$ cat src/rtl/spatz_cache_demux.sv
// -----------------------------------------------------------------------------
// spatz_cache_demux
//
// Response-side companion of the two-port cache request arbiter. Every request
// accepted downstream has its winning port ID pushed into a small circular
// tracker FIFO. The in-order cache controller responses are then steered back
// to the port at the head of that FIFO. The tracker bounds the number of
// outstanding requests through req_gate_o, which upstream ANDs into the
// downstream ready.
//
// Optional feature, selected by the macro SPATZ_CACHE_DEMUX_CUT_EN:
//   defined   : each port gets a one-entry output register (valid + data), so
//               there is a 1-cycle response latency and per-port full throughput.
//   undefined : purely combinational routing with no response-path storage.
//
// Valid/ready semantics (applies to every handshake on this block):
//   A transfer happens in a cycle where valid and ready are both high at the
//   rising edge. Once valid is raised it stays high, with its data stable,
//   until the transfer completes. Valid never waits for ready. Ready may depend
//   on valid only on the error-drop path (a response arriving while the tracker
//   is empty).
//
// Ports:
//   clk_i, rst_i  : clock, synchronous active-high reset
//   req_valid_i   : request valid at the arbiter output
//   req_ready_i   : downstream ready as seen by the arbiter output
//   req_port_i    : port that won the current request
//   req_gate_o    : tracker has room for one more outstanding request
//   rsp_data_i    : response payload from the cache controller
//   rsp_valid_i   : response valid
//   rsp_ready_o   : response accepted
//   oup_data_o    : per-port response payload
//   oup_valid_o   : per-port response valid
//   oup_ready_i   : per-port response ready
//   err_o         : sticky, set when a response arrives with the tracker empty
// -----------------------------------------------------------------------------
module spatz_cache_demux #(
  parameter type         DATA_T = logic,
  parameter int unsigned Depth  = 4
) (
  input  logic        clk_i,
  input  logic        rst_i,
  input  logic        req_valid_i,
  input  logic        req_ready_i,
  input  logic        req_port_i,
  output logic        req_gate_o,
  input  DATA_T       rsp_data_i,
  input  logic        rsp_valid_i,
  output logic        rsp_ready_o,
  output DATA_T [1:0] oup_data_o,
  output logic  [1:0] oup_valid_o,
  input  logic  [1:0] oup_ready_i,
  output logic        err_o
);

  localparam int unsigned PtrW = $clog2(Depth);
  localparam int unsigned CntW = $clog2(Depth + 1);

  // Tracker storage and bookkeeping
  logic [Depth-1:0] ids;
  logic [PtrW-1:0]  wr_ptr;
  logic [PtrW-1:0]  rd_ptr;
  logic [CntW-1:0]  count;

  logic empty;
  logic head;
  logic push;
  logic pop;

  assign empty = (count == '0);
  assign head  = ids[rd_ptr];

  // The gate looks at the registered count only, so a pop in the same cycle
  // never frees a slot for a same-cycle push. This keeps req_gate_o free of any
  // combinational path from the response side.
  assign req_gate_o = (count != CntW'(Depth));
  assign push       = req_valid_i && req_ready_i && req_gate_o;

  // A response accepted while the tracker is empty is a drop, not a pop, so
  // the read pointer and the count are left untouched.
  assign pop = rsp_valid_i && rsp_ready_o && !empty;

  always_ff @(posedge clk_i) begin
    if (rst_i) begin
      ids    <= '0;
      wr_ptr <= '0;
      rd_ptr <= '0;
      count  <= '0;
    end else begin
      if (push) begin
        ids[wr_ptr] <= req_port_i;
        // Depth is a power of two, so the natural pointer overflow wraps it.
        wr_ptr      <= wr_ptr + PtrW'(1);
      end
      if (pop) begin
        rd_ptr <= rd_ptr + PtrW'(1);
      end
      case ({push, pop})
        2'b10:   count <= count + CntW'(1);
        2'b01:   count <= count - CntW'(1);
        default: count <= count;
      endcase
    end
  end

  // Sticky error flag: a response showed up with nothing outstanding.
  always_ff @(posedge clk_i) begin
    if (rst_i) begin
      err_o <= 1'b0;
    end else if (rsp_valid_i && empty) begin
      err_o <= 1'b1;
    end
  end

`ifdef SPATZ_CACHE_DEMUX_CUT_EN

  // One-entry output register per port.
  logic  [1:0] reg_valid;
  DATA_T [1:0] reg_data;

  always_comb begin
    rsp_ready_o = 1'b0;
    if (empty) begin
      // Error-drop path: swallow the stray response.
      rsp_ready_o = rsp_valid_i;
    end else begin
      // The head port's register can take a new entry if it is free or is
      // being drained in this very cycle.
      rsp_ready_o = !reg_valid[head] || oup_ready_i[head];
    end
  end

  always_ff @(posedge clk_i) begin
    if (rst_i) begin
      reg_valid <= '0;
      reg_data  <= '0;
    end else begin
      for (int p = 0; p < 2; p++) begin
        if (pop && (head == p[0])) begin
          reg_valid[p] <= 1'b1;
          reg_data[p]  <= rsp_data_i;
        end else if (oup_ready_i[p]) begin
          reg_valid[p] <= 1'b0;
        end
      end
    end
  end

  assign oup_valid_o = reg_valid;
  assign oup_data_o  = reg_data;

`else

  always_comb begin
    oup_valid_o = 2'b00;
    rsp_ready_o = 1'b0;
    if (empty) begin
      // Error-drop path: swallow the stray response, raise no output valid.
      rsp_ready_o = rsp_valid_i;
    end else begin
      oup_valid_o[head] = rsp_valid_i;
      rsp_ready_o       = oup_ready_i[head];
    end
  end

  // Payload fans out to both ports; only the valid selects the receiver.
  assign oup_data_o[0] = rsp_data_i;
  assign oup_data_o[1] = rsp_data_i;

`endif

endmodule

$ cat config.mk
export PLATFORM = sky130hd
export DESIGN_NAME = spatz_cache_demux
export DESIGN_NICKNAME = d
export VERILOG_FILES = /design/src/rtl/spatz_cache_demux.sv
export SDC_FILE = /design/constraint.sdc
export NUM_CORES = 1
export LEC_CHECK = 0
export CAP_MARGIN = 20
export CORE_UTILIZATION = 55
export CTS_BUF_LIST = sky130_fd_sc_hd__clkbuf_8
export DETAILED_ROUTE_END_ITERATION = 10
export GPL_TIMING_DRIVEN = 0
export PLACE_DENSITY = 0.88
export SETUP_SLACK_MARGIN = 0.1
export SYNTH_ARGS = -nofsm -noshare
export SYNTH_HDL_FRONTEND = slang
export SYNTH_SLANG_ARGS = --single-unit
$ cat constraint.sdc
create_clock -name clk_i -period 4.7 [get_ports clk_i]
set_input_delay 0.94 -clock clk_i [delete_from_list [all_inputs] [get_ports clk_i]]
set_output_delay 0.94 -clock clk_i [all_outputs]
set_load 0.005 [all_outputs]
Yosys cells after proc, flatten, opt, wreduce, memory -nomap -nowiden
Index checks and enable logic that the tools add are counted.

word-level totals
  flip-flop bits (word level) = 12
  output and inout port bits = 7
  input bits = 9

operators by class
  eq/ne operators = 3
  reduce and logical (&&, ||, !) cells = 10
  $lt $le $gt $ge = 5
  $add $sub $neg = 4
  multiplexer cells = 12
  bitwise operators = 1

operator list
  cell                                                                count
  logical AND 1 bit                                                   7
  < comparator 2 x 3 -> 1 bit (second input constant)                 2
  two-way mux 1 bit                                                   6
  one-hot mux 3 bit (2 select lines)                                  1
  adder 2 x 1 -> 2 bit (second input constant)                        2
  bitwise mux 4 bit                                                   1
  adder 3 x 1 -> 3 bit (second input constant)                        1
  zero test 3 bit                                                     1
  != test 3 bit (second input constant)                               1
  subtractor 3 x 1 -> 3 bit (second input constant)                   1
  bitwise AND 2 bit                                                   1
  binary-select mux 1 bit (select 2 bit)                              1
  demux 1 bit (select 2 bit)                                          1
  equality test 2 x 1 -> 1 bit (second input constant)                1
  equality test 2 bit (second input constant)                         1
  greater-or-equal comparator 2 x 1 -> 1 bit (second input constant)  1
  < comparator 1 x 2 -> 1 bit (second input constant)                 1
  two-way mux 2 bit                                                   1
  nonzero test 2 bit                                                  1
  demux 1 bit (select 1 bit)                                          1
  greater-or-equal comparator 1 bit (second input constant)           1
  zero test 1 bit                                                     1

Logic depth before layout (Yosys ltp)
Gate-level depths: netlist (run 1).

  depth after elaboration = 9
  depth in mapped cells = 10

Worst setup path before layout (run 1)
OpenSTA, ideal clock, no wires.

  path type = input -> register
  start point = input req_valid_i
  end point = register count[2]
  stages = 9
  path buffers = 1
  path slack = 2.203 ns
  arrival time = 2.425 ns
  path through = and3_1 -> buf_6 -> clkinv_8 -> ha_1 -> inv_1 -> fa_1 -> xor2_1 -> or3_1 -> a21oi_1

between the ends
  cells in the longest elaborated chain, start to end = 4
  elaborated cells on any way between the ends = 6
  classes of those cells = eq/ne: 2; mux: 1; reduce/logical: 3

ends and longest elaborated chain
  what                                                                      line  RTL
  start: declaration                                                        43    input logic req_valid_i,
  logical AND 1 bit * (2 in a row)                                          77    assign push = req_valid_i && req_ready_i && req_gate_o;
  equality test 2 x 1 -> 1 bit or equality test 2 bit (tied branches)       98    case ({push, pop})
  one-hot mux 3 bit (2 select lines) or nonzero test 2 bit (tied branches)  -
  end signal: assignment                                                    99    2'b10: count <= count + CntW'(1);
  end signal: assignment                                                    100   2'b01: count <= count - CntW'(1);
  end signal: assignment                                                    101   default: count <= count;
  end: declaration                                                          63    logic [CntW-1:0] count;

Mark *: on every way between the ends. The rest lies on a longest branch, timed or not.
A chain may end at the register's enable or synchronous reset.

Final worst setup path (run 1)
  start point = input oup_ready_i[0]
  end point = output rsp_ready_o

between the ends
  cells in the longest elaborated chain, start to end = 3

ends and longest elaborated chain
  what                                                  line  RTL
  start: declaration                                    52    input logic [1:0] oup_ready_i,
  two-way mux 1 bit (implied by the code) (2 in a row)  162   rsp_ready_o = oup_ready_i[head];
  two-way mux 1 bit                                     157   if (empty) begin
  end: declaration                                      49    output logic rsp_ready_o,

Every way passes these cells. The select of a mux whose other input is x is not followed.

==> results.json, run 1 <==
{
  "outcome": "completed",
  "ys_seq_area_frac": 0.324,
  "synth-xor-area-share": 0.0354,
  "num_rows": 12,
  "grt_max_degree": 11,
  "ctsHoldBuffers": 0,
  "io_pins": 16,
  "swShare": 0.252,
  "wirelength_um": 1290,
  "synthFlopType": "dfxtp_1",
  "dieWidth_um": 38.7,
  "clk_latency_ps": 240,
  "htreeDepth": 1,
  "max_freq_ghz": 0.319,
  "peakVddDrop_mv": 0.252,
  "drc": 0,
  "grt-ovfl-total": 0,
  "switchingPower_uw": 73.9,
  "post_cts_resized": 0,
  "yosysUniqueCellTypes": 27,
  "coreArea_mm2": 0.00119,
  "area_growth_pct": 28.7,
  "drtIter0Drc": 5,
  "wl_per_cell_um": 11.4,
  "synth-adder-area-share": 0.111,
  "drive_gt1_frac": 0.182,
  "instances_no_fill": 113,
  "dp_worst_setup_slack_ps": 1550,
  "post-cts-setup-buffer-count": 0,
  "period_share": 0.668,
  "critPathArrivalTime_ps": 2200,
  "power_uw": 293,
  "path_delay_family": "buffers and inverters",
  "dp.cells": 109,
  "yosys-top-cells-count": "dfxtp_1, nor2_1, inv_1, mux2i_1, ha_1",
  "yosys.area_share.simple": 0.174,
  "fin_util": 0.805,
  "io_buffers": 14,
  "synth_nets": 96,
  "setup-tns-final_ps": 0,
  "track_usage": 0.217,
  "die_area_mm2": 0.00150,
  "synthCells": 81,
  "clkPwrFrac": 0.374,
  "antenna_found_initial": 0,
  "gp_congestion": 0.759,
  "yosysWarnings": 0,
  "drt_pass1_iterations": 3,
  "p_int_uw": 219,
  "tritoncts": "done",
  "setup_viol": 0,
  "p_seq_frac": 0.395,
  "tightest_slew_ps": 535,
  "required_ps": 3760,
  "ant_nets": 0,
  "async_flop_share": 0,
  "tritoncts.num_buffers": 3,
  "muxShareOfSynthArea": 0.110,
  "hold_viol_final": 0,
  "grt_pass1_wl_um": 2210,
  "synth-compound-area-share": 0.138,
  "synth_area_per_cell_um2": 9.16,
  "drv_slew": 0,
  "crit_path_max_fanout": 3,
  "cp-end-kind": "primary output",
  "antenna_cells": 0,
  "floorplan.initialDensity": 0.626,
  "crit_path_frequent_cell": "clkdlybuf4s50_1",
  "cts.clk_slew.worst_paths_ps": 50,
  "min_path_type": "reg2reg",
  "layout_setup_ws_ps": 1560,
  "die_h_um": 38.7,
  "cp_slowest_cell": "clkdlybuf4s50_1",
  "fin_crit_ps": 3140,
  "start_kind": "input pin",
  "clockBufferDepth": 2,
  "synth_most_common_cell": "dfxtp_1",
  "max_stage_delay_ps": 510,
  "ys_seq_elements": 12,
  "dp_hpwl_um": 1010,
  "cts_root_buf": "clkbuf_8",
  "p_leak_nw": 0.367,
  "critPathBufInv": 2,
  "clock_sinks": 12,
  "power_frac_comb": 0.231,
  "synth_top_family_by_area": "simple AND/OR/NAND/NOR gates",
  "num_vias": 564,
  "yosysTopAreaCell": "dfxtp_1",
  "synth_edf_count": 0,
  "synthTopCellsByArea": "dfxtp_1, mux2i_1, ha_1",
  "grt_pass1_vias": 566,
  "nets": 115,
  "vias_per_cell": 4.99,
  "max_cap_viol_count": 0,
  "rsz0062_at_grt": "false",
  "powerDensity_mw_per_mm2": 307,
  "crit_chain": "clkdlybuf4s50_1 -> mux2i_1 -> a21oi_1 -> clkdlybuf4s50_1",
  "max-slew-margin-rel": 0.643,
  "synth_top_area_frac": 0.324,
  "critical_path_class": "in2out",
  "syn_area_um2": 742,
  "fin_skew_ps": 3.70
}
## worst paths after layout
path	slack, ps	start	depth (start not counted)	end
worst max register to register	2260	rd_ptr[1]	10	count[2]
worst min register to register	470	ids[3]	2	ids[3]
worst min-delay path	470	ids[3]	2	ids[3]
worst max-delay path	1560	oup_ready_i[0]	4	rsp_ready_o
## flip-flops by register name, indices dropped and copies added, names as in the netlist
| register | cells |
|---|---|
| ids | 4 |
| wr_ptr | 2 |
| count | 3 |
| err_o | 1 |
| rd_ptr | 2 |
## placed cells by master (no fill, tap or decap)
cell type	netlist	final
a21oi_1	4	4
a21oi_2	4	4
and3_1	1	1
buf_1	1	1
buf_4	2	2
buf_6	1	1
clkbuf_8	0	4
clkdlybuf4s50_1	0	14
clkinv_8	1	1
dfxtp_1	12	12
fa_1	1	1
ha_1	5	5
inv_1	9	9
mux2_1	1	1
mux2i_1	7	7
nand2_2	1	1
nand3_1	4	4
nor2_1	10	10
nor2b_1	2	2
nor3_1	1	1
nor3b_1	1	1
nor3b_2	1	1
o21ai_0	1	1
o21ai_2	4	4
o21bai_1	1	1
or3_1	2	2
or3b_1	1	1
xnor2_1	1	1
xor2_1	2	2
## cells by family (layout without fill, tap and decap cells)
family          count (synthesis)  after routing
compound gates                 14             14
xor+xnor                        3              3
fa+ha+maj                       6              6
buf+inv                        14             32
flops                          12             12
mux                             8              8
simple gates                   24             24
## per-layer routing
| layer | global-route usage | vias up | wire length, µm |
|---|---|---|---|
| met3 | 0.0867 | 2 | 47 |
| li1 | - | 304 | - |
| met2 | 0.383 | 9 | 674 |
| met5 | 0 | - | 0 |
| met1 | 0.238 | 249 | 557 |
| met4 | 0.0517 | 0 | 7 |
## stage by stage
stage	hold slack [ps]	cell area, µm²
after floorplan	446	742
after global placement	452	900
after detailed placement	461	900
after CTS	471	955
after global routing	482	955
final	470	955
## power by group through the flow
stage          Clock (mW)  Combinational (mW)  Sequential [mW]
3_3_place_gp            0              0.0662            0.117
5_1_grt             0.118              0.0762            0.116
3_5_place_dp            0              0.0684            0.118
4_1_cts             0.111              0.0689            0.116
6_report            0.110              0.0678            0.116
2_1_floorplan           0              0.0424            0.116
## area by class of cell
type / count / area [µm²]
Buffer: 4 / 30.0
Clock buffer: 4 / 55.1
Fill cell: 72 / 231
Inverter: 10 / 50.0
Multi-Input combinational cell: 55 / 422
Sequential cell: 12 / 240
Tap cell: 14 / 17.5
Timing Repair Buffer: 14 / 140
## worst min-delay path, cell delays in order (launching register included)
cell and delay, ps:
dfxtp_1 320, o21ai_2 60, a21oi_2 50
(Power assumes the default switching activity.)
==> inputs of run 2 (changes only) <==
--- a/config.mk
+++ b/config.mk
@@ -6,11 +6,11 @@
 export NUM_CORES = 1
 export LEC_CHECK = 0
 export CAP_MARGIN = 20
-export CORE_UTILIZATION = 55
+export CORE_UTILIZATION = 46
 export CTS_BUF_LIST = sky130_fd_sc_hd__clkbuf_8
 export DETAILED_ROUTE_END_ITERATION = 10
 export GPL_TIMING_DRIVEN = 0
-export PLACE_DENSITY = 0.88
+export PLACE_DENSITY = 0.78
 export SETUP_SLACK_MARGIN = 0.1
 export SYNTH_ARGS = -nofsm -noshare
 export SYNTH_HDL_FRONTEND = slang
==> constraint.sdc (replaced) <==
create_clock -name clk_i -period 2.6 [get_ports clk_i]
set_input_delay 0.52 -clock clk_i [delete_from_list [all_inputs] [get_ports clk_i]]
set_output_delay 0.52 -clock clk_i [all_outputs]
set_load 0.005 [all_outputs]
==> run 2 against run 1 <==
Against the previous run:
- sequential power grew 82%
- clock-buffer cell count shrank 1
- non-clock buffer count grew 1
- highest routed layer unchanged
==> results.json, run 2 (same netlist as run 1, synthesis figures left out) <==
{
  "peakVddDrop_mv": 0.390,
  "wl_per_cell_um": 11.4,
  "drive_gt1_frac": 0.263,
  "cp-end-kind": "register",
  "seqCellArea_um2": 244,
  "track_usage": 0.163,
  "fillers": 128,
  "setup_viol": 0,
  "io_buffers": 14,
  "drc": 0,
  "ant_nets": 0,
  "clk_latency_ps": 230,
  "num_vias": 564,
  "max_stage_delay_ps": 400,
  "htreeDepth": 1,
  "clockBufferDepth": 2,
  "cts.clk_slew.worst_paths_ps": 50,
  "cts_root_buf": "clkbuf_8",
  "tritoncts.num_buffers": 3,
  "dp_hpwl_um": 953,
  "multiInputGateArea_um2": 438,
  "max_cap_viol_count": 0,
  "cp_slowest_cell": "or3b_4",
  "reg_top3": "ids: 4 flops, count: 3 flops",
  "fin_crit_ps": 2370,
  "dp_worst_setup_slack_ps": 57.9,
  "coreArea_mm2": 0.00151,
  "ctsHoldBuffers": 0,
  "crit_chain": "or3b_4 -> and3_1 -> buf_6 -> clkinv_8 -> ha_2 -> inv_1 -> fa_1 -> xor2_1 -> or3_1 -> a21oi_1",
  "clock_sinks": 12,
  "tritoncts": "done",
  "drtIter0Drc": 6,
  "final_common_cell": "clkdlybuf4s50_1",
  "largest-register": "ids",
  "drt_pass1_iterations": 5,
  "grt_pass1_wl_um": 2240,
  "dp.cells": 111,
  "tightest_slew_ps": 552,
  "grt-ovfl-total": 0,
  "floorplan.initialDensity": 0.493,
  "critical_path_class": "reg2reg",
  "wl_met2_um": 579,
  "critPathArrivalTime_ps": 2530,
  "vias_per_cell": 4.90,
  "powerDensity_mw_per_mm2": 514,
  "wl_met1_um": 653,
  "grt_pass1_vias": 548,
  "required_ps": 2760,
  "fin_skew_ps": 1.25,
  "wirelength_um": 1310,
  "outcome": "completed",
  "instances_no_fill": 115,
  "antenna_cells": 0,
  "p_leak_nw": 0.371,
  "setup-tns-final_ps": 0,
  "largest_reg_flops": 4,
  "nets": 116,
  "fin_util": 0.645,
  "crit_path_max_fanout": 7,
  "hold_viol_final": 0,
  "maxUsedRoutingLayer": "met4",
  "wl_met3_um": 49,
  "start_kind": "register",
  "antenna_found_initial": 0,
  "final_cell_mix": "clkdlybuf4s50_1, nor2_1, inv_1, dfxtp_1",
  "max-slew-margin-rel": 0.632,
  "rsz0062_at_grt": "false",
  "grt_max_degree": 11,
  "die_h_um": 42.2,
  "area_growth_pct": 30.9,
  "num_rows": 14,
  "io_pins": 16,
  "die_area_mm2": 0.00178,
  "period_share": 0.913,
  "max_freq_ghz": 0.421,
  "dieWidth_um": 42.2,
  "drv_slew": 0,
  "min_path_type": "reg2reg",
  "gp_congestion": 0.764,
  "layout_setup_ws_ps": 226
}
run 2: per-stage QoR:
step / area [µm²] / power [mW] / hold slack, ps
2_1_floorplan: 742 / 0.287 / 446
3_3_place_gp: 902 / 0.331 / 447
3_5_place_dp: 902 / 0.335 / 458
4_1_cts: 943 / 0.501 / 467
5_1_grt: 971 / 0.530 / 502
6_report: 971 / 0.499 / 465
run 2: worst paths after layout:
kind            start  endpoint  slack [ps]  cells after the start
max reg2reg  count[0]  count[2]         230                     10
max          count[0]  count[2]         230                     10
min reg2reg     err_o     err_o         470                      2
min             err_o     err_o         470                      2
run 2: metal layers:
metal | up-vias | global-route usage
met5 | - | 0
met4 | 0 | 0.0750
met3 | 4 | 0.0388
met2 | 11 | 0.255
met1 | 248 | 0.210
li1 | 301 | -
run 2: critical path: cells and delay by family, from the launching register on:
kind                     cells  cell delay (ps)
AND/OR/NAND/NOR              3              900
adder cells (fa/ha/maj)      2              540
flip-flops                   1              340
buffers and inverters        3              250
XOR/XNOR                     1              150
AO/OA/AOI/OAI                1              120
run 2: timing repair:
action                                  4_1_cts  5_1_grt
hold endpoints to repair                      0        0
endpoints found under the setup margin        0        2
resized for setup                             0        8
buffers inserted                              0        1
run 2: layout make-up:
type                    instances  share of cell area
flip-flops and latches         12               0.251
repair buffers                 15               0.152
clock buffers                   3              0.0425
plain buffers                   4              0.0309
inverters                      10              0.0515
multi-input cells              55               0.451
well taps                      16              0.0206
run 2: where the power goes:
part | internal, mW | total [mW] | switching (mW)
logic | 0.0688 | 0.125 | 0.0563
clock network | 0.102 | 0.163 | 0.0617
registers | 0.198 | 0.211 | 0.0128
total | 0.368 | 0.499 | 0.131
==> inputs of run 3 (changes only) <==
--- a/config.mk
+++ b/config.mk
@@ -9,7 +9,7 @@
 export CORE_UTILIZATION = 46
 export CTS_BUF_LIST = sky130_fd_sc_hd__clkbuf_8
 export DETAILED_ROUTE_END_ITERATION = 10
-export GPL_TIMING_DRIVEN = 0
+export GPL_TIMING_DRIVEN = 1
 export PLACE_DENSITY = 0.78
 export SETUP_SLACK_MARGIN = 0.1
 export SYNTH_ARGS = -nofsm -noshare
==> run 3 against run 2 <==
Against the previous run:
- non-clock buffer count down 4
- highest routed layer unchanged
- utilization rose by 0.17 points
- first-iteration DRC count down 50%
- largest power group unchanged
- largest cell class unchanged
- wire length is 4.4% higher
==> results.json, run 3 (same netlist as run 1, synthesis figures left out) <==
{
  "outcome": "completed",
  "largest_reg_flops": 4,
  "rr_worst_depth": 9,
  "start_kind": "register",
  "max_cap_viol_count": 0,
  "dp.cells": 108,
  "peakVddDrop_mv": 0.318,
  "instances_no_fill": 112,
  "fin_skew_ps": 4.46,
  "max_stage_delay_ps": 410,
  "clock_sinks": 12,
  "powerDensity_mw_per_mm2": 554,
  "die_area_mm2": 0.00178,
  "p_int_uw": 397,
  "post_cts_resized": 0,
  "rsz0062_at_grt": "false",
  "hold_viol_final": 0,
  "period_share": 0.922,
  "clkPwrFrac": 0.380,
  "r2r_setup_slack_ps": 200,
  "power_frac_comb": 0.232,
  "grt_max_degree": 14,
  "hold_path.startpoint": "err_o",
  "grt-ovfl-total": 0,
  "drive_gt1_frac": 0.250,
  "antenna_cells": 0,
  "path_delay_family": "simple AND/OR/NAND/NOR gates",
  "crit_chain": "or3b_1 -> and3_2 -> clkinv_8 -> ha_1 -> inv_1 -> fa_1 -> xor2_1 -> or3_1 -> a21oi_1",
  "switchingPower_uw": 142,
  "clk_latency_ps": 240,
  "max_freq_ghz": 0.417,
  "track_usage": 0.173,
  "final_common_cell": "clkdlybuf4s50_1",
  "cts_root_buf": "clkbuf_8",
  "p_leak_nw": 0.363,
  "wl_met1_um": 559,
  "min_path_type": "reg2reg",
  "io_buffers": 12,
  "gp_congestion": 0.777,
  "wl_met3_um": 64,
  "htreeDepth": 1,
  "tightest_slew_ps": 201,
  "placed_area_um2": 875,
  "swShare": 0.263,
  "coreArea_mm2": 0.00151,
  "die_h_um": 42.2,
  "setup_viol": 0,
  "grt_pass1_vias": 575,
  "cp-end-kind": "register",
  "finalInstanceArea_um2": 973,
  "drt_pass1_iterations": 4,
  "tritoncts.num_buffers": 3,
  "floorplan.initialDensity": 0.493,
  "setup-tns-final_ps": 0,
  "cts.clk_slew.worst_paths_ps": 50,
  "num_vias": 580,
  "critPathArrivalTime_ps": 2560,
  "final_cell_mix": "clkdlybuf4s50_1, nor2_1, dfxtp_1",
  "fin_crit_ps": 2400,
  "fillers": 118,
  "tritoncts": "done",
  "maxUsedRoutingLayer": "met4",
  "max-slew-margin-rel": 0.862,
  "drc": 0,
  "cp_slowest_cell": "or3b_1",
  "holdPathStages": 2,
  "ctsHoldBuffers": 0,
  "holdPathEnd": "err_o",
  "clockBufferDepth": 2,
  "area_growth_pct": 31.2,
  "wl_per_cell_um": 12.2,
  "post-cts-setup-buffer-count": 0,
  "ant_nets": 0,
  "p_seq_frac": 0.388,
  "wirelength_um": 1370,
  "wl_met2_um": 719,
  "critical_path_class": "reg2reg",
  "critPathBufInv": 2,
  "crit_path_max_fanout": 5,
  "io_pins": 16,
  "timing.rr.end": "count[2]",
  "whs_ps": 492,
  "reg_top3": "ids: 4 flops, count: 3 flops",
  "largest-register": "ids",
  "nets": 112,
  "num_rows": 14,
  "antenna_found_initial": 0,
  "power_uw": 539,
  "drv_slew": 0,
  "dp_hpwl_um": 1010,
  "grt_pass1_wl_um": 2320,
  "drtIter0Drc": 3,
  "vias_per_cell": 5.18,
  "r2r_start": "count[0]",
  "required_ps": 2760,
  "dieWidth_um": 42.2
}
[run 3: cell count changes in the layout (fill, tap and decap cells not counted), sizes merged]
cell           delta
buf               -2
clkdlybuf4s50     -2
clkbuf            +1
[run 3: metal layers]
| metal | global-route usage | vias to the layer above |
|---|---|---|
| met4 | 0.0563 | 0 |
| met5 | 0 | - |
| met2 | 0.329 | 14 |
| li1 | - | 296 |
| met3 | 0.0517 | 5 |
| met1 | 0.176 | 265 |
[run 3: per-stage QoR]
stage | util | setup WS (ps)
6_report | 0.646 | 204
5_1_grt | 0.646 | 113
4_1_cts | 0.617 | 122
3_5_place_dp | 0.581 | 48.9
3_3_place_gp | 0.581 | 86.0
2_1_floorplan | - | 278
[run 3: final cells by class]
| class | instances | area [µm²] | area share |
|---|---|---|---|
| Clock buffer | 4 | 55.1 | 0.0566 |
| Inverter | 10 | 50.0 | 0.0514 |
| Sequential cell | 12 | 245 | 0.252 |
| Multi-Input combinational cell | 55 | 460 | 0.473 |
| Tap cell | 16 | 20.0 | 0.0206 |
| Timing Repair Buffer | 15 | 143 | 0.147 |
[run 3: power by group through the flow]
stage,Sequential (mW),Clock (mW),Combinational (mW)
floorplan,0.210,0,0.0766
detailed placement,0.213,0,0.121
CTS,0.209,0.208,0.122
global placement,0.212,0,0.116
global route,0.211,0.214,0.141
finish,0.209,0.205,0.125
[run 3: how the worst max path moves through the flow]
stage              startpoint  cells after the start     endpoint
2_1_floorplan        count[0]                     10     count[2]
3_3_place_gp   oup_ready_i[1]                      9     count[2]
3_5_place_dp   oup_ready_i[1]                      9     count[2]
4_1_cts             rd_ptr[1]                      5  rsp_ready_o
5_1_grt             rd_ptr[1]                     10     count[2]
6_report             count[0]                      9     count[2]
[run 3: worst reg2reg max path: stages (launching register included)]
cell      delay (ps)
dfxtp_1          340
or3b_1           410
and3_2           280
clkinv_8          70
ha_1             170
inv_1             60
fa_1             370
xor2_1           160
or3_1            300
a21oi_1          150
